### config.mk
export PLATFORM = sky130hd
export DESIGN_NAME = uart_recv
export DESIGN_NICKNAME = d
export VERILOG_FILES = /design/src/rtl/uart_pkg.sv /design/src/rtl/uart_rx_sync.sv /design/src/rtl/uart_recv.sv
export SDC_FILE = /design/constraint.sdc
export NUM_CORES = 1
export LEC_CHECK = 0
export ABC_AREA = 1
export BUFFER_PORTS_ARGS = -buffer_cell sky130_fd_sc_hd__buf_2
export CAP_MARGIN = 15
export CORE_MARGIN = 2
export CORE_UTILIZATION = 53
export DETAILED_ROUTE_END_ITERATION = 10
export GPL_ROUTABILITY_DRIVEN = 0
export PLACE_DENSITY = 0.74
export SKIP_CTS_REPAIR_TIMING = 1
export SYNTH_ARGS = -nofsm -noshare
export SYNTH_HDL_FRONTEND = slang
export SYNTH_SLANG_ARGS = --single-unit
### constraint.sdc
create_clock -name clk -period 1.4 [get_ports clk]
set_input_delay 0.07 -clock clk [delete_from_list [all_inputs] [get_ports clk]]
set_output_delay 0.07 -clock clk [all_outputs]
set_load 0.02 [all_outputs]
### src/rtl/uart_pkg.sv
// uart_pkg: state encoding, timing defaults and frame constants shared by uart_recv and uart_send
package uart_pkg;
  localparam int DIV_NUM_DEF = 5208;
  localparam int WIDTH_DEF = 13;
  localparam int DATA_BITS = 8;
  typedef enum logic [2:0] {IDLE, START, DATA, STOP, BREAK} state_t;
endpackage

### src/rtl/uart_rx_sync.sv
// uart_rx_sync: rx synchronizer chain with previous-value register for falling-edge detection
module uart_rx_sync #(
  parameter int SYNC_STAGES = 2
) (
  input  logic clk,
  input  logic rst,
  input  logic rx,
  output logic rx_s,
  output logic fall_edge
);
  logic [SYNC_STAGES-1:0] chain;
  logic prev;
  always_ff @(posedge clk) begin
    if (rst) begin
      chain <= '1;
      prev <= 1'b1;
    end else begin
      chain <= {chain[SYNC_STAGES-2:0], rx};
      prev <= chain[SYNC_STAGES-1];
    end
  end
  assign rx_s = chain[SYNC_STAGES-1];
  assign fall_edge = prev & ~rx_s;
endmodule

### src/rtl/uart_recv.sv
// uart_recv: 8N1 UART receiver with midpoint sampling, stop-bit check and one-cycle valid/error strobes
module uart_recv
  import uart_pkg::*;
#(
  parameter int DIV_NUM = DIV_NUM_DEF,
  parameter int WIDTH = WIDTH_DEF,
  parameter int SYNC_STAGES = 2
) (
  input  logic                 clk,
  input  logic                 rst,
  input  logic                 rx,
  output logic [DATA_BITS-1:0] data_out,
  output logic                 data_valid,
  output logic                 frame_err,
  output logic                 busy
);
  localparam logic [WIDTH-1:0] LAST = WIDTH'(DIV_NUM);
  localparam logic [WIDTH-1:0] HALF = WIDTH'(DIV_NUM / 2);
  state_t state, state_n;
  logic [WIDTH-1:0] timer, timer_n;
  logic [2:0] cnt, cnt_n;
  logic [DATA_BITS-1:0] shift, shift_n, data_n;
  logic dv_n, fe_n, rx_s, fall_edge;
  uart_rx_sync #(.SYNC_STAGES(SYNC_STAGES)) u_sync (
    .clk(clk),
    .rst(rst),
    .rx(rx),
    .rx_s(rx_s),
    .fall_edge(fall_edge)
  );
  always_ff @(posedge clk) begin
    if (rst) begin
      state <= IDLE;
      timer <= '0;
      cnt <= '0;
      shift <= '0;
      data_out <= '0;
      data_valid <= 1'b0;
      frame_err <= 1'b0;
    end else begin
      state <= state_n;
      timer <= timer_n;
      cnt <= cnt_n;
      shift <= shift_n;
      data_out <= data_n;
      data_valid <= dv_n;
      frame_err <= fe_n;
    end
  end
  // data bits and stop bit are sampled once per full period after the start-bit midpoint
  always_comb begin
    state_n = state;
    timer_n = (timer == LAST) ? '0 : timer + WIDTH'(1);
    cnt_n = cnt;
    shift_n = shift;
    data_n = data_out;
    dv_n = 1'b0;
    fe_n = 1'b0;
    case (state)
      IDLE: begin
        timer_n = '0;
        state_n = fall_edge ? START : IDLE;
      end
      START: if (timer == HALF) begin
        timer_n = '0;
        cnt_n = '0;
        state_n = rx_s ? IDLE : DATA;
      end
      DATA: if (timer == LAST) begin
        shift_n = {rx_s, shift[DATA_BITS-1:1]};
        cnt_n = cnt + 3'd1;
        state_n = (cnt == 3'(DATA_BITS - 1)) ? STOP : DATA;
      end
      STOP: if (timer == LAST) begin
        state_n = rx_s ? IDLE : BREAK;
        data_n = rx_s ? shift : data_out;
        dv_n = rx_s;
        fe_n = ~rx_s;
      end
      BREAK: begin
        timer_n = '0;
        state_n = rx_s ? IDLE : BREAK;
      end
      default: state_n = IDLE;
    endcase
  end
  assign busy = (state != IDLE);
endmodule

==> key figures, run 1 <==
Run status
  – Status: finished with violations
  – Failing checks: setup timing

Yosys
  – Synth cell types: 28
  – Synth Instances: 270
  – Register area share after synthesis: slightly above 40%
  – Seq cells post-synth: 40
  – Mapped Avg Cell Area: roughly 7.3 sq um
  – Synth top cells by count: nor2_1 (52), nand2_1 (49), dfxtp_1 (40)
  – EDFF count, synth: 0
  – Post-synth top flop: dfxtp_1
  – Warnings from Yosys: 0
  – Area leader, netlist: dfxtp_1
  – Largest cells by area after synthesis: dfxtp_1 (41%), nor2_1 (9.9%), nand2_1 (9.3%), inv_1 (6.5%), a21oi_1 (3.8%)
  – Cell area after synthesis: slightly below 0.002 sq mm
  – Synth top area share: about two fifths
  – Syn nets: around 280
  – Most common cell in the netlist: nor2_1
  – Post-synth ARST share: 0%

STA
  – Fin crit share: 109%
  – Slew Limit Fails: 0
  – FMAX: 0.657 GHz
  – Post-route worst setup slack: -0.121 ns
  – Final Skew: about 0.0054 ns
  – Final setup viols: 27
  – Final Hold Viols: 0
  – RSZ-0062 raised after global routing: true
  – Slew HR: 70.8%
  – Worst-Margin Slew: 0.437 ns
  – Min Tclk post-route: ~1.5 ns

Floorplan
  – DIE HEIGHT: 64.9 um
  – IO Pins: 14
  – Initial Util: 54.6%
  – Num rows: 22
  – Die width: ~65 um
  – Die area: between 0.004 and 0.005 sq mm
  – Core footprint: between 0.003 and 0.004 sq mm

Layout
  – N_diodes: 0
  – Non-filler cells, final: 360
  – Fraction of layout cells with a size suffix above 1: between 30 and 40%
  – Layout Cell Area excl Fill: between 0.002 and 0.0025 sq mm
  – Final net count: ~320
  – Area grow syn2layout: 25.7%

Global routing
  – Total grt overflow: 0
  – GR Util All Layers: 22.0%
  – Largest net degree at the start of global routing: 16
  – Vias in the first global route: roughly 1700
  – First-pass GRT wire length: 7240 um
  – Initial antenna violation count: 0

Detailed routing
  – Via count: 1790
  – Initial DRC count: 63
  – Final wirelength: 4360 um
  – Initial DRT Pass Iterations: 4
  – Average wire per standard cell: 12.1 um
  – Final ANT Viol Nets: 0
  – Via density: slightly below 5
  – DRC violations left: 0

Clock network
  – Clk sink count: 40
  – Clock latency on the worst-skew pair: ~0.29 ns
  – Reg clk slew, reported paths: 0.08 ns
  – CTS tree: done
  – H-tree level count: 2
  – CTS max path bufs: 2
  – Clock tree root driver cell: clkbuf_8
  – Total CTS buffers: 5

Power
  – Final Total Pwr: approximately 2.4 mW
  – Pwr dens: ~990 mW/mm^2
  – Leakage power: 1.07 nW
  – Worst VDD drop: between 0.6 and 0.7 mV

Worst setup path
  – CP Capture Type: flop
  – Classification of the worst setup path: reg2reg
  – Launching element type of the critical path: flop
  – R2r endpoint: shift[1]
  – CP Buf/Inv Count: 3
  – CP arrival: 1.71 ns
  – Top delay family on crit path: simple AND/OR/NAND/NOR gates
  – Critical-path cell list: inv_2 -> ha_4 -> nand2_2 -> inv_2 -> nand2_4 -> nor2_4 -> buf_6 -> nand3_4 -> o21ai_1 -> nor2_1
  – Reg-to-reg slack, setup: -0.12 ns
  – Critical R2R Launch: timer[1]
  – Slowest cell delay on critical path: 0.33 ns
  – Worst Path Required: about 1.6 ns
  – Crit Path Max Fanout: 4
  – Crit-path slowest cell: dfxtp_2
  – CP most frequent cell: inv_2
  – R2R depth: 10

Placed design
  – DP Cell Count: about 350
  – Worst slack, placed: -0.0594 ns
  – IO buf count: 13
  – HPWL after DPL: 2970 um
  – Dpl cell area: about 0.0022 sq mm

Hold path
  – Worst hold stages: 2
  – Hold Startpoint: rst
  – Hold Path Sink: timer[7]
  – Min-Delay Path Class: in2reg

Run
  – Number of max-cap violations: 0
[per-stage QoR]
stage	util [%]	setup TNS [ns]	hold slack [ns]
floorplan	-	0	0.142
global placement	61.9	-0.0126	0.254
detailed placement	61.9	-0.442	0.260
CTS	65.0	-0.683	-0.0456
global route	68.6	-5.39	0.0439
finish	68.6	-1.21	0.0248
[layout make-up]
| class | count | area [sq um] |
|---|---|---|
| fillers | 298 | 1130 |
| multi-input cells | 189 | 1100 |
| flip-flops and latches | 40 | 805 |
| repair buffers | 36 | 248 |
| inverters | 39 | 146 |
| clock buffers | 5 | 68.8 |
| well taps | 48 | 60.1 |
| clock inverters | 3 | 42.5 |
[metal layers]
metal	GRT usage, %	vias to the layer above	share of wire, %
li1	-	937	-
met1	28.4	804	49
met2	35.8	39	46
met3	4.86	10	3.4
met4	7.98	0	1.9
met5	0	-	0
[cells in the final DEF (no fill, tap or decap), types with 2 or more instances in the layout]
master / netlist / final
a21oi_1: 15 / 15
buf_2: 0 / 13
buf_4: 1 / 20
buf_6: 1 / 2
clkbuf_8: 0 / 5
dfxtp_1: 40 / 37
dfxtp_2: 0 / 3
ha_1: 4 / 3
inv_1: 34 / 30
inv_2: 5 / 9
nand2_1: 49 / 42
nand2_2: 8 / 13
nand2_4: 1 / 4
nand3_1: 14 / 11
nand3_2: 0 / 3
nand3_4: 2 / 3
nand4_1: 3 / 3
nor2_1: 52 / 50
nor2_2: 0 / 2
nor2_4: 2 / 2
nor3_1: 4 / 4
nor3_2: 6 / 4
nor3_4: 1 / 3
o21ai_0: 12 / 7
o21ai_1: 0 / 3
o21ai_2: 0 / 2
or2_2: 3 / 3
xor2_1: 5 / 5
[cell families (layout without fill, tap and decap cells)]
kind of cell    Yosys count  in the layout  synth area share [%]
flops                    40             40                  40.7
buf+inv                  43             83                  8.77
simple gates            149            151                  38.1
fa+ha+maj                 4              4                  2.54
xor+xnor                  6              6                  2.67
compound gates           28             28                  7.25
[registers in the layout (all words and copies together) (netlist names)]
signal and flops:
data_valid 1, u_sync.chain 2, data_out 8, cnt 3, frame_err 1, shift 8, state 3, timer 13
u_sync.prev 1
[worst reg2reg max path: stages (launching register included)]
cell     delay [ns]
dfxtp_2        0.33
inv_2          0.07
ha_4           0.15
nand2_2        0.06
inv_2          0.07
nand2_4        0.05
nor2_4         0.20
buf_6          0.13
nand3_4        0.08
o21ai_1        0.20
nor2_1         0.07
[power by group]
part	total [mW]	internal, mW	switching (mW)	leakage [nW]
Combinational	0.320	0.121	0.199	0.693
Clock	0.934	0.527	0.407	0.0541
Sequential	1.19	1.17	0.0211	0.325
Total	2.44	1.82	0.627	1.07
[worst max path at each step]
stage,startpoint,endpoint,slack [ns],depth (start not counted)
floorplan,timer[0],timer[8],0.008,12
global placement,timer[0],timer[8],-0.005,11
detailed placement,timer[1],timer[11],-0.06,11
CTS,timer[1],timer[11],-0.08,11
global route,timer[1],shift[7],-0.23,9
finish,timer[1],shift[1],-0.12,10
Note: power is estimated with default switching activity, not from simulation.
==> run 2: changes to the inputs <==
- CORE_UTILIZATION: 53 -> 35
- PLACE_DENSITY: 0.74 -> not set
- clock period: 1.4 -> 1.6 ns (I/O delays scaled with it)
==> run 2 against run 1 <==
The flow now finishes without violations. Clock-buffer cell count did not move. Non-clock buffer count decreased by 11. Die area up 48%. Largest power group unchanged.
==> key figures, run 2 (same netlist as run 1, synthesis figures left out) <==
Clock network
  – H-tree level count: 2 (unchanged)
  – Clock tree root driver cell: clkbuf_8
  – CTS tree: done
  – Clk sink count: 40 (unchanged)
  – CTS max path bufs: 2 (unchanged)
  – Total CTS buffers: 5 (unchanged)
  – Reg clk slew, reported paths: 0.08 ns (about the same)
  – Clock latency on the worst-skew pair: 0.29 ns (about the same)

Detailed routing
  – Via density: 4.65 (-6.5%)
  – Final wirelength: 3940 um (-9.6%)
  – Via count: 1724 (-3.7%)
  – Initial DRT Pass Iterations: 4 (unchanged)
  – Average wire per standard cell: 10.6 um (-12%)
  – Final ANT Viol Nets: 0 (unchanged)
  – Initial DRC count: 57 (-9.5%)
  – DRC violations left: 0 (unchanged)

Floorplan
  – Die area: 0.00624 sq mm (+48%)
  – Num rows: 27 (+23%)
  – DIE HEIGHT: 79.0 um (+22%)
  – IO Pins: 14 (unchanged)
  – Core footprint: 0.00547 sq mm (+52%)
  – Initial Util: 36.0% (-19 points)
  – Die width: 79.0 um (+22%)

Layout
  – Fill count: 605 (+100%)
  – Area grow syn2layout: 19.0%
  – Largest Register: timer
  – Final net count: 305 (-4.1%)
  – Non-filler cells, final: 371 (+3.1%)
  – Fraction of layout cells with a size suffix above 1: 23.4% (-7.7 points)
  – Layout Cell Area excl Fill: 0.00234 sq mm (-5.3%)
  – Final core utilization: 42.8% (-26 points)
  – Largest registers: timer: 13 flops, data_out: 8 flops, shift: 8 flops
  – N_diodes: 0 (unchanged)
  – Largest register FFs: 13 (unchanged)
  – Commonest non-fill, non-tap cell in the layout: nor2_1
  – Most frequent cells in the layout: nor2_1 (52), nand2_1 (46), dfxtp_1 (39), inv_1 (31), a21oi_1 (15)

STA
  – Post-route worst setup slack: 0.133 ns (+0.254 ns)
  – Slew HR: 75.3% (+4.5 points)
  – RSZ-0062 raised after global routing: true
  – Slew Limit Fails: 0 (unchanged)
  – Fin crit share: 91.7% (-17 points)
  – Final setup viols: 0 (-100%)
  – Final Skew: 0.00763 ns (+0.00221 ns)
  – Worst-Margin Slew: 0.370 ns (-0.0670 ns)
  – WHS: 0.0350 ns (+0.0102 ns)
  – TNS Setup: 0 ns (+1.21 ns)
  – Min Tclk post-route: 1.47 ns (-0.0544 ns)
  – FMAX: 0.682 GHz (+3.7%)
  – Final Hold Viols: 0 (unchanged)

Placed design
  – DP Cell Count: 361 (+4.0%)
  – HPWL after DPL: 2890 um (-2.6%)
  – Worst slack, placed: -0.000641 ns (+0.0588 ns)
  – Dpl cell area: 0.00217 sq mm (-2.6%)
  – IO buf count: 13 (unchanged)

Global routing
  – Met1 Use GR: 18.1% (-10 points)
  – GR Util met3: 2.84% (-2.0 points)
  – Vias in the first global route: 1560 (-8.1%)
  – Total grt overflow: 0 (unchanged)
  – Most crowded layer after global routing: met2
  – Initial antenna violation count: 0 (unchanged)
  – Met2 Usage GRT: 22.4% (-13 points)
  – GR Util All Layers: 13.7% (-8.2 points)
  – First-pass GRT wire length: 6940 um (-4.1%)
  – Largest net degree at the start of global routing: 15 (-1)

Worst setup path
  – CP most frequent cell: nand2_1
  – CP Capture Type: flop
  – Worst Path Required: 1.80 ns (+0.21 ns)
  – Top delay family on crit path: simple AND/OR/NAND/NOR gates
  – Crit Path Max Fanout: 5 (+1)
  – Launching element type of the critical path: flop
  – Crit-path slowest cell: dfxtp_1
  – CP arrival: 1.66 ns (-0.05 ns)
  – Classification of the worst setup path: reg2reg
  – Slowest cell delay on critical path: 0.43 ns (+0.10 ns)
  – Critical-path cell list: nand2_2 -> inv_2 -> nand2_1 -> nor2_4 -> nand2_2 -> nand2_1 -> nand2_1 -> inv_1 -> nand2_1 -> nand2_1 -> inv_1
  – CP Buf/Inv Count: 3 (unchanged)

Power
  – Worst VDD drop: 0.520 mV (-20%)
  – Pwr dens: 908 mW/mm^2 (-8.1%)
  – Leakage power: 0.980 nW (-8.6%)
  – Final Total Pwr: 2.13 mW (-13%)

Hold path
  – Min-Delay Path Class: in2reg

Run
  – Number of max-cap violations: 0 (unchanged)

Run status
  – Status: complete, no violations
[run 2: changes by cell type in the layout (fill, tap and decap cells not counted), moves of 2 or more]
cell / change
buf_4: -9
o21ai_0: +5
nand2_1: +4
nand2_2: -4
nand3_1: +3
nand3_2: -3
o21ai_1: -3
buf_6: -2
dfxtp_1: +2
dfxtp_2: -2
nor2_1: +2
nor2_2: -2
o21ai_2: -2
[run 2: area by class of cell]
class	count	area [sq um]	share of cell area [%]
Inverter	39	146	6.25
Sequential cell	40	802	34.2
Timing Repair Buffer	25	158	6.73
Multi-Input combinational cell	187	1030	44.0
Clock inverter	3	46.3	1.98
Clock buffer	5	68.8	2.94
Tap cell	72	90.1	3.85
[run 2: metal layers]
layer | wire length, um | share of wire (%) | up-vias
met4 | 50 | 1.3 | 0
met5 | 0 | 0 | -
met2 | 1810 | 46 | 36
met1 | 1910 | 48 | 779
li1 | - | - | 904
met3 | 168 | 4.3 | 5
[run 2: worst reg2reg max path: cells and delay by family, from the launching register on]
| family | cells | cell delay [ns] |
|---|---|---|
| AND/OR/NAND/NOR | 8 | 0.78 |
| flip-flops | 1 | 0.43 |
| buffers and inverters | 3 | 0.17 |
[run 2: path summary, 6_finish.rpt]
kind	slack, ns	cells past startpoint	from	to
hold reg to reg	0.42	1	u_sync.chain[0]	u_sync.chain[1]
setup / recovery	0.13	11	timer[3]	state[0]
hold / removal	0.03	2	rst	timer[7]
setup reg to reg	0.13	11	timer[3]	state[0]
[run 2: where the power goes]
group          leakage, nW  internal (mW)  switching [mW]
clock network       0.0548          0.470           0.382
registers            0.324           1.02          0.0172
logic                0.601         0.0856           0.151
